$ cat config.mk
export PLATFORM = sky130hd
export DESIGN_NAME = fp_normalize
export DESIGN_NICKNAME = d
export VERILOG_FILES = /design/src/rtl/fp_pkg.sv /design/src/rtl/lz_count.sv /design/src/rtl/fp_normalize.sv
export SDC_FILE = /design/constraint.sdc
export NUM_CORES = 1
export LEC_CHECK = 0
export ABC_AREA = 0
export CORE_MARGIN = 3
export CORE_UTILIZATION = 24
export DETAILED_ROUTE_END_ITERATION = 10
export GPL_TIMING_DRIVEN = 0
export PLACE_DENSITY = 0.52
export SLEW_MARGIN = 20
export SYNTH_ARGS = -nofsm -noshare
export SYNTH_HDL_FRONTEND = slang
export SYNTH_SLANG_ARGS = --single-unit
$ cat constraint.sdc
create_clock -name clk -period 3.05 [get_ports clk]
set_input_delay 0.305 -clock clk [delete_from_list [all_inputs] [get_ports clk]]
set_output_delay 0.305 -clock clk [all_outputs]
set_load 0.03 [all_outputs]
$ cat src/rtl/fp_pkg.sv
// Shared constants for the floating-point normalize slice.
// Default widths, all-ones exponent and shift-count width helper.
package fp_pkg;

  localparam int MANT_W_DEF = 24;
  localparam int EXP_W_DEF  = 8;

  localparam int SHIFT_W_DEF = $clog2(MANT_W_DEF);

  localparam logic [EXP_W_DEF-1:0] EXP_ONES = '1;

  function automatic int shift_w(input int mant_w);
    return (mant_w > 1) ? $clog2(mant_w) : 1;
  endfunction

endpackage

$ cat src/rtl/lz_count.sv
// Leading-one finder: distance of the top set bit from the MSB.
// Purely combinational; zero flags an all-zero input.
module lz_count
  import fp_pkg::*;
#(
  parameter int W  = MANT_W_DEF,
  parameter int CW = shift_w(W)
) (
  input  logic [W-1:0]  d,
  output logic [CW-1:0] cnt,
  output logic          zero
);

  // Scan upward so the highest set bit wins.
  always_comb begin
    cnt  = '0;
    zero = 1'b1;
    for (int i = 0; i < W; i++) begin
      if (d[i]) begin
        cnt  = CW'(W - 1 - i);
        zero = 1'b0;
      end
    end
  end

endmodule

$ cat src/rtl/fp_normalize.sv
// Two-stage normalizer for raw adder results (carry, shift, flush).
// S1 captures the beat and its shift count; S2 holds the result.
module fp_normalize
  import fp_pkg::*;
#(
  parameter int MANT_W = MANT_W_DEF,
  parameter int EXP_W  = EXP_W_DEF
) (
  input  logic              clk,
  input  logic              rst,
  input  logic              in_valid,
  output logic              in_ready,
  input  logic              in_sign,
  input  logic [EXP_W-1:0]  in_exp,
  input  logic [MANT_W:0]   in_mant,
  output logic              out_valid,
  input  logic              out_ready,
  output logic              out_sign,
  output logic [EXP_W-1:0]  out_exp,
  output logic [MANT_W-2:0] out_frac,
  output logic              out_zero,
  output logic              out_ovf,
  output logic              out_unf
);

  localparam int SW = shift_w(MANT_W);
  localparam int XW = EXP_W + SW + 1;

  localparam logic [EXP_W-1:0] EXP_MAX = {EXP_W{1'b1}};

  typedef struct packed {
    logic              sign;
    logic [EXP_W-1:0]  exp;
    logic [MANT_W:0]   mant;
    logic [SW-1:0]     sh;
    logic              lz;
  } s1_t;

  typedef struct packed {
    logic              sign;
    logic [EXP_W-1:0]  exp;
    logic [MANT_W-2:0] frac;
    logic              zero;
    logic              ovf;
    logic              unf;
  } s2_t;

  logic          s1_valid;
  logic          s2_valid;
  logic          en1;
  logic          en2;
  s1_t           s1_d;
  s1_t           s1_q;
  s2_t           s2_d;
  s2_t           s2_q;
  logic [SW-1:0] lz_sh;
  logic          lz_zero;

  logic              carry;
  logic              is_zero;
  logic              is_unf;
  logic              is_norm;
  logic [EXP_W:0]    exp_inc;
  logic [XW-1:0]     exp_x;
  logic [XW-1:0]     sh_x;
  logic [MANT_W-1:0] mant_l;

  lz_count #(
    .W  (MANT_W),
    .CW (SW)
  ) u_lz (
    .d    (in_mant[MANT_W-1:0]),
    .cnt  (lz_sh),
    .zero (lz_zero)
  );

  assign en2      = ~s2_valid | out_ready;
  assign en1      = ~s1_valid | en2;
  assign in_ready = en1 & ~rst;

  assign s1_d = '{
    sign: in_sign,
    exp:  in_exp,
    mant: in_mant,
    sh:   lz_sh,
    lz:   lz_zero
  };

  assign carry   = s1_q.mant[MANT_W];
  assign exp_inc = {1'b0, s1_q.exp} + (EXP_W+1)'(1);
  assign exp_x   = XW'(s1_q.exp);
  assign sh_x    = XW'(s1_q.sh);
  assign mant_l  = s1_q.mant[MANT_W-1:0] << s1_q.sh;

  assign is_zero = ~carry & s1_q.lz;
  assign is_unf  = ~carry & ~s1_q.lz & (exp_x <= sh_x);
  assign is_norm = ~carry & ~s1_q.lz & (exp_x > sh_x);

  // Pick carry, zero, flush or left-normalize for the S1 beat.
  always_comb begin
    s2_d      = '0;
    s2_d.sign = s1_q.sign;
    unique case (1'b1)
      carry: begin
        if (exp_inc >= {1'b0, EXP_MAX}) begin
          s2_d.ovf = 1'b1;
          s2_d.exp = EXP_MAX;
        end else begin
          s2_d.exp  = exp_inc[EXP_W-1:0];
          s2_d.frac = s1_q.mant[MANT_W-1:1];
        end
      end
      is_zero: s2_d.zero = 1'b1;
      is_unf:  s2_d.unf  = 1'b1;
      is_norm: begin
        s2_d.exp  = s1_q.exp - EXP_W'(s1_q.sh);
        s2_d.frac = mant_l[MANT_W-2:0];
      end
      default: s2_d = '0;
    endcase
  end

  // Advance both stages under their enables; reset flushes everything.
  always_ff @(posedge clk) begin
    if (rst) begin
      s1_valid <= 1'b0;
      s2_valid <= 1'b0;
      s1_q     <= '0;
      s2_q     <= '0;
    end else begin
      if (en1) s1_valid <= in_valid;
      if (en1 & in_valid) s1_q <= s1_d;
      if (en2) s2_valid <= s1_valid;
      if (en2 & s1_valid) s2_q <= s2_d;
    end
  end

  assign out_valid = s2_valid;
  assign out_sign  = s2_q.sign;
  assign out_exp   = s2_q.exp;
  assign out_frac  = s2_q.frac;
  assign out_zero  = s2_q.zero;
  assign out_ovf   = s2_q.ovf;
  assign out_unf   = s2_q.unf;

endmodule

==> load_flow_metrics.sql, run 1 <==
INSERT INTO impl_metrics (metric_group, metric, value, unit) VALUES
('outcome', 'result_of_the_run', 'complete, no violations', ''),
('clocking', 'clock_insertion_delay_worst_skew', '0.35', 'ns'),
('synthesis', 'synth.lib_cells_used.distinct', '70', ''),
('power_and_ir_drop', 'ir_worst_vdd', '217', 'uV'),
('finish', 'finish.instance_area', '6310', 'um^2'),
('power_and_ir_drop', 'netSwitchingFraction', '29.9', '%'),
('worst_setup_path', 'critical_path_buf_inv_count', '4', ''),
('global_routing', 'grt_start_max_net_pins', '13', ''),
('global_routing', 'grt_overflow', '0', ''),
('synthesis', 'synth_cells', '617', ''),
('sta', 'timing.final.hold_violations', '0', ''),
('place', 'place_area', '5990', 'um^2'),
('clocking', 'clk_root_buffer_cell', 'sky130_fd_sc_hd__clkbuf_16', ''),
('worst_setup_path', 'cp_top_family', 'buffers and inverters', ''),
('clocking', 'hold_buffers', '0', ''),
('place', 'place.port_buffers', '73', ''),
('global_routing', 'grt_use_total', '15.2', '%'),
('synthesis', 'synth-edff-count', '0', ''),
('sta', 'period_minus_slack', '2.84', 'ns'),
('clocking', 'clkTransAtPathRegs', '0.06', 'ns'),
('synthesis', 'yosys_most_used_dff', 'sky130_fd_sc_hd__dfxtp_1', ''),
('worst_setup_path', 'cp_cell_sequence', 'buf_6 > inv_1 > buf_2 > ha_1 > nand2_1 > o41a_1 > nand2_2 > nor2_4 > clkbuf_4 > a221oi_2 > nor3_1', ''),
('min_path', 'hold_class', 'reg2reg', ''),
('route', 'ratio_of_routed_vias_to_standard_cells', '4.99', ''),
('die', 'core_region_area', '19800', 'um^2'),
('synthesis', 'synth_top_cell_by_area', 'sky130_fd_sc_hd__dfxtp_1', ''),
('synthesis', 'yosys_warnings', '0', ''),
('sta', 'grt_setup_unrepaired', 'no', ''),
('power_and_ir_drop', 'internal_power', '2060', 'uW'),
('synthesis', 'synth_seq_area_share', '31.3', '%'),
('clocking', 'post_cts_setup_inserts', '0', ''),
('sta', 'clock-skew-final', '0.00790', 'ns'),
('route', 'drtPass1Iterations', '5', ''),
('power_and_ir_drop', 'final_power', '2930', 'uW'),
('clocking', 'cts_inserted_buffers', '9', ''),
('synthesis', 'mappedNetlistArea', '4920', 'um^2'),
('synthesis', 'post_synth.cell_area_avg', '7.98', 'um^2'),
('finish', 'areaGrowthSynthToFinish', '28.2', '%'),
('global_routing', 'grt_first_pass_wirelength', '26300', 'um'),
('die', 'dieArea', '22300', 'um^2'),
('synthesis', 'ys_top_cells_by_area', 'sky130_fd_sc_hd__dfxtp_1, sky130_fd_sc_hd__nand2_1, sky130_fd_sc_hd__a21oi_1, sky130_fd_sc_hd__nor2_1, sky130_fd_sc_hd__mux2i_1', ''),
('sta', 'fin_ws', '0.211', 'ns'),
('worst_setup_path', 'end_kind', 'flop', ''),
('sta', 'period_share', '93.1', '%'),
('die', 'chipHeight', '149', 'um'),
('sta', 'setup_viol', '0', ''),
('route', 'route.final.wire_length', '16700', 'um'),
('sta', 'timing.final.max_slew_violations', '0', ''),
('route', 'antenna_left', '0', ''),
('worst_setup_path', 'setup.worst_path.start_class', 'flop', ''),
('power_and_ir_drop', 'power.density', '465', 'nW/um^2'),
('route', 'per_cell_routed_wire_length', '17.2', 'um'),
('sta', 'max_slew_margin', '54.8', '%'),
('synthesis', 'share_of_the_synthesized_area_in_the_top_cell_type', '31.3', '%'),
('power_and_ir_drop', 'p_seq_share', '38.5', '%'),
('power_and_ir_drop', 'power_leakage', '0.00220', 'uW'),
('worst_setup_path', 'cp.required', '3.26', 'ns'),
('finish', 'drive_above_1_share', '10.5', '%'),
('die', 'die-width', '149', 'um'),
('clocking', 'ctsLongestPathBuffers', '2', ''),
('global_routing', 'antenna_violations_before_repair', '0', ''),
('clocking', 'htree_levels', '3', ''),
('run', 'max_cap_viol_count', '0', ''),
('worst_setup_path', 'worst-endpoint-arrival', '3.05', 'ns'),
('place', 'hpwl', '13400', 'um'),
('finish', 'layoutNonFillerInstCount', '971', ''),
('die', 'floorplan.rows', '51', ''),
('global_routing', 'number_of_global_route_vias_before_repair', '4583', ''),
('route', 'detailedRoute.firstIterationViolations', '367', ''),
('finish', 'antenna_cells_inserted', '0', ''),
('power_and_ir_drop', 'power.net_switching', '877', 'uW');
[area by class of cell]
type | instances | area [um^2] | share of cell area [%]
multi-input cells | 480 | 3100 | 49.1
flip-flops and latches | 77 | 1540 | 24.4
repair buffers | 73 | 731 | 11.6
well taps | 265 | 332 | 5.25
plain buffers | 46 | 246 | 3.90
clock buffers | 11 | 233 | 3.69
clock inverters | 5 | 75.1 | 1.19
inverters | 14 | 53.8 | 0.852
[cell families (layout without fill, tap and decap cells)]
| logic type | count (synthesis) | after routing | share of synthesized area (%) |
|---|---|---|---|
| AND/OR/NAND/NOR | 248 | 248 | 22.3 |
| AO/OA/AOI/OAI | 164 | 164 | 22.2 |
| multiplexers | 53 | 53 | 14.8 |
| flip-flops | 77 | 77 | 31.3 |
| adder cells (fa/ha/maj) | 8 | 8 | 2.19 |
| XOR/XNOR | 7 | 7 | 1.25 |
| buffers and inverters | 60 | 149 | 6.00 |
[Yosys cell counts, drive strengths merged, types with 2 or more instances]
library cell	n
buf	23
xor2	6
a221oi	5
mux4	10
and3	4
and2	8
a22oi	4
a31oi	5
o2111ai	4
clkbuf	23
a211oi	11
nand2b	4
a21o	3
o21a	2
nor2b	3
o22ai	3
o211ai	8
or3	2
a21oi	69
nor3b	2
o31ai	8
mux2i	29
mux2	14
nand3	14
ha	7
inv	13
o21ai	16
nor4	7
nor2	68
dfxtp	77
nand3b	4
nand2	112
a311oi	9
nor3	17
o221ai	2
a32oi	6
[final timing paths]
kind,startpoint,to,slack [ns],cells past startpoint
min reg2reg,out_exp[3]$_SDFFE_PP0P_,out_exp[3]$_SDFFE_PP0P_,0.46,2
min,out_exp[3]$_SDFFE_PP0P_,out_exp[3]$_SDFFE_PP0P_,0.46,2
max reg2reg,s1_q[3]$_SDFFE_PP0P_,out_frac[15]$_SDFFE_PP0P_,0.21,11
max,s1_q[3]$_SDFFE_PP0P_,out_frac[15]$_SDFFE_PP0P_,0.21,11
[power groups by stage]
stage | clock network, uW | registers, uW | logic (uW)
6_report | 1130 | 1130 | 676
5_1_grt | 1200 | 1140 | 740
4_1_cts | 1150 | 1130 | 669
3_5_place_dp | 0 | 1150 | 667
3_3_place_gp | 0 | 1150 | 667
2_1_floorplan | 0 | 1180 | 373
[flip-flops by register name, summed over array words and instances, names as in the netlist]
signal,flops
carry,1
out_frac,23
s1_valid,1
out_exp,8
out_unf,1
out_valid,1
out_zero,1
out_sign,1
s1_q,31
exp_x,8
out_ovf,1
[worst register-to-register path, stage by stage, from the launching register on]
cell and delay [ns]:
sky130_fd_sc_hd__dfxtp_1 0.41, sky130_fd_sc_hd__buf_6 0.19, sky130_fd_sc_hd__inv_1 0.11, sky130_fd_sc_hd__buf_2 0.22
sky130_fd_sc_hd__ha_1 0.39, sky130_fd_sc_hd__nand2_1 0.10, sky130_fd_sc_hd__o41a_1 0.43, sky130_fd_sc_hd__nand2_2 0.19
sky130_fd_sc_hd__nor2_4 0.07, sky130_fd_sc_hd__clkbuf_4 0.21, sky130_fd_sc_hd__a221oi_2 0.31, sky130_fd_sc_hd__nor3_1 0.07
[through the flow]
step	setup TNS [ns]	hold WS, ns
2_1_floorplan	0	0.426
3_3_place_gp	-0.532	0.448
3_5_place_dp	-0.444	0.453
4_1_cts	0	0.461
5_1_grt	0	0.477
6_report	0	0.458
[cell usage in the layout, fill, tap and decap left out, types with 6 or more instances in the layout]
cell	Yosys	final
sky130_fd_sc_hd__dfxtp_1	77	77
sky130_fd_sc_hd__and2_1	8	8
sky130_fd_sc_hd__a211oi_1	9	9
sky130_fd_sc_hd__clkbuf_16	0	9
sky130_fd_sc_hd__nor2_1	66	66
sky130_fd_sc_hd__clkdlybuf4s50_1	0	73
sky130_fd_sc_hd__o31ai_1	8	8
sky130_fd_sc_hd__o21ai_0	12	12
sky130_fd_sc_hd__a21oi_1	68	68
sky130_fd_sc_hd__buf_2	10	10
sky130_fd_sc_hd__xor2_1	6	6
sky130_fd_sc_hd__a311oi_1	9	9
sky130_fd_sc_hd__o211ai_1	8	8
sky130_fd_sc_hd__nor3_1	14	14
sky130_fd_sc_hd__nand2_1	112	111
sky130_fd_sc_hd__nor4_1	7	7
sky130_fd_sc_hd__ha_1	7	7
sky130_fd_sc_hd__mux2i_1	24	24
sky130_fd_sc_hd__inv_1	12	12
sky130_fd_sc_hd__clkbuf_1	23	25
sky130_fd_sc_hd__mux4_2	9	9
sky130_fd_sc_hd__mux2_2	11	11
sky130_fd_sc_hd__nand3_1	14	14
sky130_fd_sc_hd__a32oi_1	6	6
[what timing repair did]
item / in CTS / in global routing
cloned: 0 / 0
endpoints found under the setup margin: 7 / 7
resized for setup: 2 / 4
pin swaps: 0 / 0
[metal layers]
| metal | part of all wire, % | vias up | wire length [um] | GRT usage [%] |
|---|---|---|---|---|
| met5 | 0 | - | 0 | 0 |
| met4 | 1.3 | 0 | 225 | 4.03 |
| met3 | 6.7 | 20 | 1130 | 3.34 |
| met2 | 43 | 169 | 7150 | 22.2 |
| met1 | 49 | 2263 | 8210 | 22.5 |
| li1 | - | 2396 | - | - |
No activity file was read; power rests on OpenSTA's default activity.
==> run 2: changes to the inputs <==
--- a/config.mk
+++ b/config.mk
@@ -7,10 +7,10 @@
 export LEC_CHECK = 0
 export ABC_AREA = 0
 export CORE_MARGIN = 3
-export CORE_UTILIZATION = 24
+export CORE_UTILIZATION = 35
 export DETAILED_ROUTE_END_ITERATION = 10
 export GPL_TIMING_DRIVEN = 0
-export PLACE_DENSITY = 0.52
+export PLACE_DENSITY = 0.66
 export SLEW_MARGIN = 20
 export SYNTH_ARGS = -nofsm -noshare
 export SYNTH_HDL_FRONTEND = slang
==> run 2 against run 1 <==
Count of clock-buffer cells in the layout did not move. Global-route usage up 6.0 points. Clock skew is essentially flat. Power down 4.1%. Sequential power is essentially flat. Critical path depth stayed put. Worst hold slack worse by 0.0039 ns. Sequential cell count did not move. Non-clock buffer count is the same. Critical path type unchanged. Critical endpoint unchanged.
==> load_flow_metrics.sql, run 2 (same netlist as run 1, synthesis figures left out) <==
INSERT INTO impl_metrics (metric_group, metric, value, unit) VALUES
('die', 'core_region_area', '13500', 'um^2'),
('global_routing', 'met1_usage', '31.0', '%'),
('global_routing', 'grtUsageMet2', '30.5', '%'),
('worst_setup_path', 'cp.required', '3.26', 'ns'),
('sta', 'achievable-frequency', '349', 'MHz'),
('global_routing', 'grt_first_pass_wirelength', '26200', 'um'),
('clocking', 'htree_levels', '3', ''),
('power_and_ir_drop', 'p_seq_share', '40.1', '%'),
('worst_setup_path', 'timing.setup.critical_path_class', 'reg2reg', ''),
('clocking', 'clk_root_buffer_cell', 'sky130_fd_sc_hd__clkbuf_16', ''),
('finish', 'largest_register_ffs', '31', ''),
('min_path', 'hold_class', 'reg2reg', ''),
('die', 'num_io_pins', '75', ''),
('sta', 'period_minus_slack', '2.86', 'ns'),
('sta', 'timing.final.max_slew_violations', '0', ''),
('power_and_ir_drop', 'combPwrFrac', '24.2', '%'),
('sta', 'setup_viol', '0', ''),
('place', 'place.port_buffers', '73', ''),
('finish', 'layoutNonFillerInstCount', '882', ''),
('global_routing', 'top_usage_layer', 'met1', ''),
('power_and_ir_drop', 'power.net_switching', '895', 'uW'),
('global_routing', 'grt_use_total', '21.1', '%'),
('route', 'antenna_left', '0', ''),
('finish', 'mostFrequentLayoutCells', 'sky130_fd_sc_hd__nand2_1, sky130_fd_sc_hd__dfxtp_1, sky130_fd_sc_hd__clkdlybuf4s50_1', ''),
('outcome', 'result_of_the_run', 'complete, no violations', ''),
('route', 'ratio_of_routed_vias_to_standard_cells', '5.63', ''),
('worst_setup_path', 'end_kind', 'flop', ''),
('sta', 'worst_hold_slack', '0.455', 'ns'),
('global_routing', 'grt_overflow', '0', ''),
('power_and_ir_drop', 'pwr-share-clk', '35.7', '%'),
('finish', 'drive_above_1_share', '10.6', '%'),
('power_and_ir_drop', 'internal_power', '1920', 'uW'),
('worst_setup_path', 'crit_fanout', '10', ''),
('sta', 'grt_setup_unrepaired', 'no', ''),
('route', 'per_cell_routed_wire_length', '18.9', 'um'),
('place', 'gpl.final_weighted_congestion', '0.937', ''),
('global_routing', 'grt_use_met3', '4.55', '%'),
('finish', 'postLayoutCoreUtil', '45.7', '%'),
('die', 'floorplan.rows', '42', ''),
('clocking', 'cts_num_sinks', '77', ''),
('die', 'dieArea', '15500', 'um^2'),
('die', 'floorplan.initialDensity', '36.5', '%'),
('place', 'post-place-cells', '866', ''),
('finish', 'areaGrowthSynthToFinish', '25.4', '%'),
('place', 'hpwl', '13200', 'um'),
('finish', 'nNetsFinal', '747', ''),
('sta', 'clock-skew-final', '0.00786', 'ns'),
('worst_setup_path', 'reg2reg_slack', '0.19', 'ns'),
('die', 'chipHeight', '125', 'um'),
('route', 'route.final.wire_length', '16600', 'um'),
('clocking', 'cts_inserted_buffers', '9', ''),
('sta', 'timing.final.hold_violations', '0', ''),
('power_and_ir_drop', 'power_leakage', '0.00219', 'uW'),
('finish', 'antenna_cells_inserted', '0', ''),
('finish', 'commonest_non_fill_non_tap_cell_in_the_layout', 'sky130_fd_sc_hd__nand2_1', ''),
('power_and_ir_drop', 'ir_worst_vdd', '244', 'uV'),
('sta', 'fin_tns_setup', '0', 'ns'),
('global_routing', 'number_of_global_route_vias_before_repair', '4618', ''),
('route', 'total_via_count_after_detailed_routing', '4964', ''),
('route', 'drc', '0', ''),
('worst_setup_path', 'worst-endpoint-arrival', '3.07', 'ns'),
('power_and_ir_drop', 'netSwitchingFraction', '31.8', '%'),
('run', 'max_cap_viol_count', '0', ''),
('global_routing', 'grt_start_max_net_pins', '14', ''),
('finish', 'filler_cell_count', '1334', ''),
('power_and_ir_drop', 'final_power', '2810', 'uW'),
('sta', 'timing_worst_slew_pin_value', '0.719', 'ns'),
('sta', 'period_share', '93.8', '%'),
('route', 'drtPass1Iterations', '6', ''),
('finish', 'registers.top_by_ff_count', 's1_q', ''),
('clocking', 'clock_insertion_delay_worst_skew', '0.35', 'ns'),
('clocking', 'ctsLongestPathBuffers', '2', ''),
('global_routing', 'antenna_violations_before_repair', '0', ''),
('clocking', 'clkTransAtPathRegs', '0.06', 'ns'),
('clocking', 'cts_tree', 'done', ''),
('route', 'detailedRoute.firstIterationViolations', '315', ''),
('die', 'die-width', '125', 'um'),
('clocking', 'hold_buffers', '0', ''),
('worst_setup_path', 'setup.worst_path.start_class', 'flop', ''),
('sta', 'max_slew_margin', '52.1', '%'),
('power_and_ir_drop', 'power.density', '456', 'nW/um^2');
==> run 2: stage by stage <==
| stage | cell area, um^2 | worst slack [ns] |
|---|---|---|
| final | 6170 | 0.188 |
| after global routing | 6170 | 0.0193 |
| after CTS | 6150 | 0.0398 |
| after detailed placement | 5870 | -0.213 |
| after global placement | 5870 | -0.302 |
| after floorplan | 4920 | 0.443 |
==> run 2: area by class of cell <==
cell class | instances | area [um^2] | share of cell area, %
timing repair buffer | 73 | 731 | 11.8
buffer | 46 | 244 | 3.95
clock buffer | 11 | 243 | 3.93
sequential | 77 | 1540 | 25.0
inverter | 14 | 53.8 | 0.872
clock inverter | 5 | 35.0 | 0.567
tap | 176 | 220 | 3.57
multi-input combinational | 480 | 3110 | 50.3
==> run 2: timing repair <==
action / 4_1_cts / 5_1_grt
resized for setup: 2 / 4
endpoints found under the hold margin: 0 / 0
endpoints found under the setup margin: 8 / 7
setup buffers: 0 / 0
==> run 2: path summary, 6_finish.rpt <==
| path | startpoint | to | cells after the start |
|---|---|---|---|
| max | s1_q[3]$_SDFFE_PP0P_ | out_frac[15]$_SDFFE_PP0P_ | 11 |
| min | out_exp[3]$_SDFFE_PP0P_ | out_exp[3]$_SDFFE_PP0P_ | 2 |
| max reg2reg | s1_q[3]$_SDFFE_PP0P_ | out_frac[15]$_SDFFE_PP0P_ | 11 |
| min reg2reg | out_exp[3]$_SDFFE_PP0P_ | out_exp[3]$_SDFFE_PP0P_ | 2 |
==> run 2: routing by layer <==
layer | up-vias | share of wire, % | routed length [um]
li1 | 2406 | - | -
met1 | 2336 | 49 | 8120
met2 | 186 | 42 | 7050
met3 | 36 | 6.6 | 1100
met4 | 0 | 2.2 | 370
met5 | - | 0 | 0
==> run 2: worst max-delay path: stages (launching register included) <==
cell and delay, ns:
sky130_fd_sc_hd__dfxtp_1 0.42, sky130_fd_sc_hd__buf_6 0.19, sky130_fd_sc_hd__inv_1 0.12, sky130_fd_sc_hd__buf_2 0.23
sky130_fd_sc_hd__ha_1 0.39, sky130_fd_sc_hd__nand2_1 0.09, sky130_fd_sc_hd__o41a_1 0.46, sky130_fd_sc_hd__nand2_4 0.16
sky130_fd_sc_hd__nor2_4 0.07, sky130_fd_sc_hd__buf_2 0.21, sky130_fd_sc_hd__a221oi_2 0.33, sky130_fd_sc_hd__nor3_1 0.07
==> run 2: power groups by stage <==
stage               sequential [uW]  clock [uW]  combinational [uW]
floorplan                      1180           0                 373
global placement               1150           0                 662
detailed placement             1150           0                 665
CTS                            1130        1020                 667
global route                   1140        1070                 735
finish                         1130        1000                 680
==> run 3: changes to the inputs <==
--- a/config.mk
+++ b/config.mk
@@ -15,3 +15,4 @@
 export SYNTH_ARGS = -nofsm -noshare
 export SYNTH_HDL_FRONTEND = slang
 export SYNTH_SLANG_ARGS = --single-unit
+export TNS_END_PERCENT = 10
==> results of run 3 <==
The final DEF is identical to that of run 2; final timing and power are the same.
